`config.mk`:
```
export PLATFORM = sky130hd
export DESIGN_NAME = cplx_alu_seq
export DESIGN_NICKNAME = d
export VERILOG_FILES = /design/src/rtl/cplx_alu_seq.sv
export SDC_FILE = /design/constraint.sdc
export NUM_CORES = 1
export LEC_CHECK = 0
export CORE_ASPECT_RATIO = 0.75
export CORE_MARGIN = 1.5
export CORE_UTILIZATION = 60
export DETAILED_ROUTE_END_ITERATION = 8
export DONT_BUFFER_PORTS = 1
export PLACE_DENSITY = 0.88
export SLEW_MARGIN = 15
export SYNTH_ARGS = -nofsm -noshare
export SYNTH_HDL_FRONTEND = slang
export SYNTH_SLANG_ARGS = --single-unit
export TNS_END_PERCENT = 10
```
`constraint.sdc`:
```
create_clock -name clock -period 8.67 [get_ports clock]
set_input_delay 1.734 -clock clock [delete_from_list [all_inputs] [get_ports clock]]
set_output_delay 1.734 -clock clock [all_outputs]
set_load 0.02 [all_outputs]
```
`src/rtl/cplx_alu_seq.sv`:
```
// Command sequencer in front of the complex-number ALU: operand bank, load/operate commands,
// ALU start/done handshake with timeout, and result write-back/report.
module cplx_alu_seq #(
  parameter int ADDR_W  = 2,
  parameter int ALU_LAT = 3,
  parameter int TIMEOUT = 16
) (
  input  logic              clock,
  input  logic              reset,
  input  logic              cmd_valid,
  output logic              cmd_ready,
  input  logic              cmd_load,
  input  logic [3:0]        cmd_op,
  input  logic [ADDR_W-1:0] cmd_srcA,
  input  logic [ADDR_W-1:0] cmd_srcB,
  input  logic [ADDR_W-1:0] cmd_dst,
  input  logic [63:0]       cmd_data,
  output logic [63:0]       alu_inA,
  output logic [63:0]       alu_inB,
  output logic [3:0]        alu_opr,
  output logic              alu_start,
  input  logic [63:0]       alu_outAB,
  input  logic              alu_done,
  output logic              res_valid,
  output logic [63:0]       res_data,
  output logic              res_err,
  output logic              busy
);

  localparam int DEPTH = 1 << ADDR_W;
  localparam int CNT_W = $clog2(TIMEOUT + 1);
  localparam logic [CNT_W-1:0] LAT_M1 = CNT_W'(ALU_LAT - 1);
  localparam logic [CNT_W-1:0] TMO_M1 = CNT_W'(TIMEOUT - 1);
  localparam logic [3:0]       OP_MAX = 4'hA;

  typedef enum logic [1:0] {ST_IDLE, ST_ISSUE, ST_RESP} state_t;

  state_t              state_reg, state_next;
  logic [63:0]         bank_reg [DEPTH];
  logic [63:0]         alu_ina_reg, alu_inb_reg;
  logic [3:0]          alu_opr_reg;
  logic [ADDR_W-1:0]   dst_reg;
  logic [CNT_W-1:0]    wait_cnt_reg;
  logic [63:0]         res_data_reg;
  logic                res_err_reg;

  logic accept, op_legal, issue_done, issue_tmo;

  assign accept     = cmd_valid && (state_reg == ST_IDLE);
  assign op_legal   = (cmd_op <= OP_MAX);
  // done is only trusted once the minimum latency has elapsed, so a sticky flag cannot end an op early
  assign issue_done = (wait_cnt_reg >= LAT_M1) && alu_done;
  assign issue_tmo  = (wait_cnt_reg == TMO_M1);

  always_ff @(posedge clock) begin
    if (reset) state_reg <= ST_IDLE;
    else       state_reg <= state_next;
  end

  always_comb begin
    state_next = state_reg;
    case (state_reg)
      ST_IDLE: begin
        if (accept && !cmd_load) state_next = op_legal ? ST_ISSUE : ST_RESP;
      end
      ST_ISSUE: begin
        if (issue_done || issue_tmo) state_next = ST_RESP;
      end
      ST_RESP:  state_next = ST_IDLE;
      default:  state_next = ST_IDLE;
    endcase
  end

  always_ff @(posedge clock) begin
    if (reset) begin
      for (int i = 0; i < DEPTH; i++) bank_reg[i] <= '0;
      alu_ina_reg  <= '0;
      alu_inb_reg  <= '0;
      alu_opr_reg  <= '0;
      dst_reg      <= '0;
      wait_cnt_reg <= '0;
      res_data_reg <= '0;
      res_err_reg  <= 1'b0;
    end else begin
      case (state_reg)
        ST_IDLE: begin
          if (accept) begin
            if (cmd_load) begin
              bank_reg[cmd_dst] <= cmd_data;
            end else if (op_legal) begin
              // operands are snapshotted here so a later write-back to srcA/srcB is harmless
              alu_ina_reg  <= bank_reg[cmd_srcA];
              alu_inb_reg  <= bank_reg[cmd_srcB];
              alu_opr_reg  <= cmd_op;
              dst_reg      <= cmd_dst;
              wait_cnt_reg <= '0;
            end else begin
              dst_reg      <= cmd_dst;
              res_data_reg <= '0;
              res_err_reg  <= 1'b1;
            end
          end
        end
        ST_ISSUE: begin
          wait_cnt_reg <= wait_cnt_reg + 1'b1;
          if (issue_done) begin
            res_data_reg <= alu_outAB;
            res_err_reg  <= 1'b0;
          end else if (issue_tmo) begin
            res_data_reg <= '0;
            res_err_reg  <= 1'b1;
          end
        end
        ST_RESP: begin
          if (!res_err_reg) bank_reg[dst_reg] <= res_data_reg;
        end
        default: ;
      endcase
    end
  end

  assign cmd_ready = (state_reg == ST_IDLE);
  assign busy      = ~cmd_ready;
  assign alu_start = (state_reg == ST_ISSUE);
  assign res_valid = (state_reg == ST_RESP);
  assign alu_inA   = alu_ina_reg;
  assign alu_inB   = alu_inb_reg;
  assign alu_opr   = alu_opr_reg;
  assign res_data  = res_data_reg;
  assign res_err   = res_err_reg;

endmodule
```
==> impl_metrics.toml, run 1 <==
[run_status]
run_status = "finished clean"

[critical_path]
cp_slowest_stage_delay_ns = 1.00
path_cells = "and4b_4 -> a32oi_4 -> nand2b_4"
worstPathMaxFanout = 150
worstSetupStartpointType = "input port"
cp_num_cells = 3
cp_num_buf_inv = 0
r2r_slack_ns = 5.28
critical_path.top_delay_family = "simple AND/OR/NAND/NOR gates"
critPathKind = "in2reg"
cp-end-kind = "register"
slowest_stage = "and4b_4"
crit_arrival_ns = 3.86
required_ns = 8.84
r2r_cells = 4

[clock_network]
clock_latency_ns = 0.56
cts_max_level = 2
cts_setup_buffers = 0
cts_made_buffers = 45
post_cts_resize_count = 0
cts_tree = "built"
clock_path_buffers = 3
hold_buffers = 0
cts.sinks = 462
cts_root_buf = "clkbuf_16"
clk_pin_slew_ns = 0.06

[drt]
ant_nets = 0
drtPass1Iterations = 5
drc = 0
topRoutingLayerUsed = "met5"
wire_per_inst_um = 24.7
m1WireLength_um = 18400
drt_iter0_markers = 1381
totalWireLength_um = 49100
met2_length_um = 23600
via_per_inst = 6.43
route.met3.wl_um = 5610
vias = 12768

[timing]
setup_ws_ns = 4.99
skew_ns = 0.0186
fin_crit_sh_pct = 42.5
fin_tns_setup_ns = 0
setup_viol = 0
max_freq_ghz = 0.271
slew_headroom_pct = 25.6
hold_viol = 0
final-max-slew-violation-count = 0
tightestPinTransition_ns = 1.11
rsz0062_at_grt = "false"
period_needed_ns = 3.68
hold_slack_ns = 0.506

[layout]
drive_gt1_share_pct = 15.0
syn2layout_area_growth_pct = 8.16
instances_no_fill = 1986
largest_reg_flops = 256
nets = 1653

[synthesis]
synthDistinctLibCells = 45
yosysWarnings = 0
synth_cells = 1573
syn_area_mm2 = 0.0196
synth-edff-count = 256
yosys.area.top_type = "edfxtp_1"
ys_ff_latch = 462
yosys-top-cells-area = "edfxtp_1 39%, dfxtp_1 21%, mux4_2 15%"
synth_nets = 1719
synthTopCellsByCount = "267 x nand2_1, 256 x edfxtp_1, 206 x dfxtp_1, 203 x nor2_1, 137 x a21oi_1"
yosysMostFrequentCell = "nand2_1"
syn_avg_cell_area_um2 = 12.4
ys_seq_area_share_pct = 60.4
synth_top_area_share_pct = 39.3
synth_ff_type = "edfxtp_1"
ys_async_sr_fraction_pct = 0

[global_route]
gr-total-overflow = 0
grt_pass1_wl_um = 74300
grt_max_degree = 151
grt_pass1_vias = 12741
antenna_found_initial = 2
track_usage_pct = 29.2

[min_path]
holdPathStages = 2
hp-class = "reg2reg"

[power_and_ir_drop]
power_density_mw_per_mm2 = 224
p_leak_nw = 7.50
design_power_total_w = 0.00473
peakVddDrop_v = 0.000266

[placement]
place_inst = 1902
gp_congestion = 0.816
dp_hpwl_um = 28600
port_buffers = 0
dp_slack_ns = 4.39

[floorplanning]
core_area_mm2 = 0.0322
die_h_um = 159
start_util_pct = 60.7
design.die.area_mm2 = 0.0337
rows = 57
io_pins = 344
die_x_um = 212

[flow_run]
cap_violations = 0
final timing paths:
| check | startpoint | end |
|---|---|---|
| max | reset | bank_reg[0][60] |
| min | dst_reg[0] | dst_reg[0] |
| max reg2reg | state_reg[0] | bank_reg[0][60] |
| min reg2reg | dst_reg[0] | dst_reg[0] |
placed cells by master, fill, tap and decap left out, types with 2 or more instances in the layout:
cell | synthesis | layout
o21ai_0 | 2 | 2
a32oi_4 | 0 | 2
a22o_1 | 60 | 60
nand2b_4 | 0 | 3
clkinv_4 | 0 | 2
clkinv_1 | 0 | 3
nand2_1 | 267 | 267
nor2_1 | 203 | 203
inv_1 | 75 | 75
nor3_4 | 2 | 3
a22o_2 | 4 | 4
mux4_2 | 128 | 128
clkinv_2 | 0 | 4
nor4b_4 | 1 | 2
buf_4 | 0 | 10
a22oi_1 | 64 | 64
clkinv_8 | 0 | 2
ha_1 | 3 | 3
clkbuf_16 | 0 | 47
nor3_1 | 5 | 5
bufinv_16 | 0 | 3
clkbuf_1 | 35 | 10
nor2b_1 | 2 | 2
nand2b_1 | 6 | 3
or3_1 | 2 | 2
edfxtp_1 | 256 | 256
dfxtp_1 | 206 | 206
inv_4 | 0 | 2
a21oi_1 | 137 | 137
clkbuf_8 | 0 | 9
a211oi_1 | 3 | 3
layout make-up:
| cell class | count | area (um^2) |
|---|---|---|
| Fill cell | 2283 | 11100 |
| Antenna cell | 1 | 2.50 |
| Sequential cell | 462 | 11800 |
| Clock inverter | 17 | 191 |
| Tap cell | 442 | 553 |
| Multi-Input combinational cell | 913 | 6920 |
| Timing Repair Buffer | 10 | 75.1 |
| Inverter | 75 | 282 |
| Clock buffer | 66 | 1340 |
power breakdown:
part	internal, W	leakage, nW	switching (W)
logic	0.000115	2.44	0.000140
clock network	0.00117	0.750	0.000842
registers	0.00239	4.32	0.0000785
metrics by stage:
step                      cell area (um^2)  utilization, %
after floorplan                      19600               -
after global routing                 21200            65.7
after detailed placement             19600            60.9
final                                21200            65.7
after CTS                            21200            65.7
after global placement               19600            60.9
worst reg2reg max path: stages, from the launching register on:
cell	delay [ns]
dfxtp_1	0.47
nor2_2	0.42
and4b_4	1.01
a32oi_4	0.23
nand2b_4	0.85
kinds of logic after synthesis:
kind of cell    count (synthesis)  synth area share [%]
flops                         462                  60.4
mux                           128                  14.7
buf+inv                       198                  4.87
fa+ha+maj                       3                 0.192
simple gates                  499                  10.2
compound gates                283                  9.63
routing by layer:
metal | vias to the layer above | track usage, %
met2 | 766 | 46.9
met4 | 2 | 10.4
met5 | - | 0
met3 | 122 | 8.30
li1 | 5561 | -
met1 | 6317 | 38.1
Note: power is estimated with default switching activity, not from simulation.
==> inputs of run 2 (changes only) <==
- clock period: 8.67 -> 3.6 ns (I/O delays scaled with it)
==> run 2 against run 1 <==
Clock-buffer cell count fell by 5. Worst hold slack worse by 0.25 ns. Largest power group unchanged. Combinational power rose by 150%. Via count grew 0.70%. Clock skew fell by 0.0054 ns. Design area is 0.36% lower. Worst setup slack worse by 4.3 ns. Clock power grew 110%.
==> impl_metrics.toml, run 2 (synthesized netlist as in run 1, its figures left out) <==
[run_status]
run_status = "finished clean"

[floorplanning]
rows = 57
die_x_um = 212
design.die.area_mm2 = 0.0337
die_h_um = 159
io_pins = 344
start_util_pct = 60.7
core_area_mm2 = 0.0322

[timing]
fin_crit_sh_pct = 79.7
setup_viol = 0
period_needed_ns = 2.87
skew_ns = 0.0132
hold_slack_ns = 0.261
final-max-slew-violation-count = 0
slew_headroom_pct = 27.9
hold_viol = 0
fin_tns_setup_ns = 0
rsz0062_at_grt = "false"
tightestPinTransition_ns = 1.08
max_freq_ghz = 0.348

[global_route]
track_usage_pct = 30.0
gr-total-overflow = 0
grt_pass1_vias = 13262
grt_pass1_wl_um = 76600
antenna_found_initial = 2
grt_max_degree = 151

[placement]
dp_hpwl_um = 30300
gp_congestion = 0.787
port_buffers = 0
place_inst = 1916

[layout]
instances_no_fill = 1994
largest_reg_flops = 256
nets = 1665
syn2layout_area_growth_pct = 7.77
final_common_cell = "nand2_1"
seq_area_mm2 = 0.0118
multiInputGateArea_mm2 = 0.00692
layout_common_cells = "267 x nand2_1, 256 x edfxtp_1, 206 x dfxtp_1"
finalCoreUtilization_pct = 65.4
drive_gt1_share_pct = 15.1
fillerInstances = 2291

[critical_path]
slowest_stage = "nor3_4"
worstSetupStartpointType = "register"
required_ns = 4.08
critPathKind = "reg2reg"
r2r_cells = 4
crit_arrival_ns = 3.36
cp_slowest_stage_delay_ns = 0.94
r2r_slack_ns = 0.73
r2r-start = "state_reg[0]"
reg2reg_to = "res_data[43]"
worstPathMaxFanout = 42
path_cells = "nand2b_1 -> nor3_4 -> buf_4 -> a22o_1"
cp-end-kind = "register"

[clock_network]
cts_max_level = 2
cts_root_buf = "clkbuf_16"
cts_setup_buffers = 0
clk_pin_slew_ns = 0.06
cts_made_buffers = 43
clock_path_buffers = 3
hold_buffers = 0
post_cts_resize_count = 0
clock_latency_ns = 0.55
cts.sinks = 462
cts_tree = "built"

[drt]
wire_per_inst_um = 25.1
vias = 12858
via_per_inst = 6.45
drtPass1Iterations = 5
ant_nets = 0
drc = 0
totalWireLength_um = 50100
drt_iter0_markers = 1515

[min_path]
hp-start = "reset"
holdPathStages = 1
hold_end = "wait_cnt_reg[4]"
hp-class = "in2reg"

[power_and_ir_drop]
peakVddDrop_v = 0.000437
p_leak_nw = 7.47
power_density_mw_per_mm2 = 516

[flow_run]
cap_violations = 0
run 2: changes by cell type in the layout (fill, tap and decap cells not counted), moves of 4 or more:
cell / before / now
clkbuf_16: 47 / 43
clkbuf_8: 9 / 4
buf_12: 0 / 4
buf_4: 10 / 20
clkbuf_1: 10 / 14
run 2: power by group:
part | internal [W] | switching (W) | leakage [nW] | total [W]
logic | 0.000294 | 0.000344 | 2.52 | 0.000639
registers | 0.00576 | 0.000187 | 4.32 | 0.00594
clock network | 0.00237 | 0.00193 | 0.631 | 0.00430
total | 0.00842 | 0.00246 | 7.47 | 0.0109
run 2: final cells by class:
type	instances	area share, %
Sequential cell	462	56.0
Timing Repair Buffer	24	1.09
Antenna cell	1	0.0119
Inverter	75	1.33
Clock inverter	16	0.540
Multi-Input combinational cell	913	32.8
Clock buffer	61	5.61
Tap cell	442	2.62
run 2: stage by stage:
step	worst slack (ns)	area [um^2]	power, W
floorplan	0.222	19600	0.00660
global placement	0.974	19800	0.00665
detailed placement	0.789	19800	0.00669
CTS	0.773	21100	0.0109
global route	0.568	21100	0.0112
finish	0.730	21100	0.0109
run 2: how the worst max path moves through the flow:
stage	from	to	cells after the start
detailed placement	state_reg[0]	res_data[54]	4
floorplan	reset	bank_reg[0][0]	4
global route	state_reg[0]	res_data[54]	4
CTS	state_reg[0]	res_data[28]	4
global placement	state_reg[0]	bank_reg[0][52]	5
finish	state_reg[0]	res_data[43]	4
run 2: critical path: cells and delay by family (launching register included):
kind	cells	cell delay, ns
flip-flops	1	0.65
AO/OA/AOI/OAI	1	0.23
AND/OR/NAND/NOR	2	1.30
buffers and inverters	1	0.56
run 2: per-layer routing:
layer | track usage (%) | part of all wire, % | vias up | wire (um)
met1 | 39.3 | 38 | 6426 | 19000
met2 | 49.4 | 50 | 714 | 24800
met5 | 0 | 0.018 | - | 9
met4 | 10.2 | 2.6 | 2 | 1330
met3 | 7.48 | 9.8 | 116 | 4930
li1 | - | - | 5600 | -
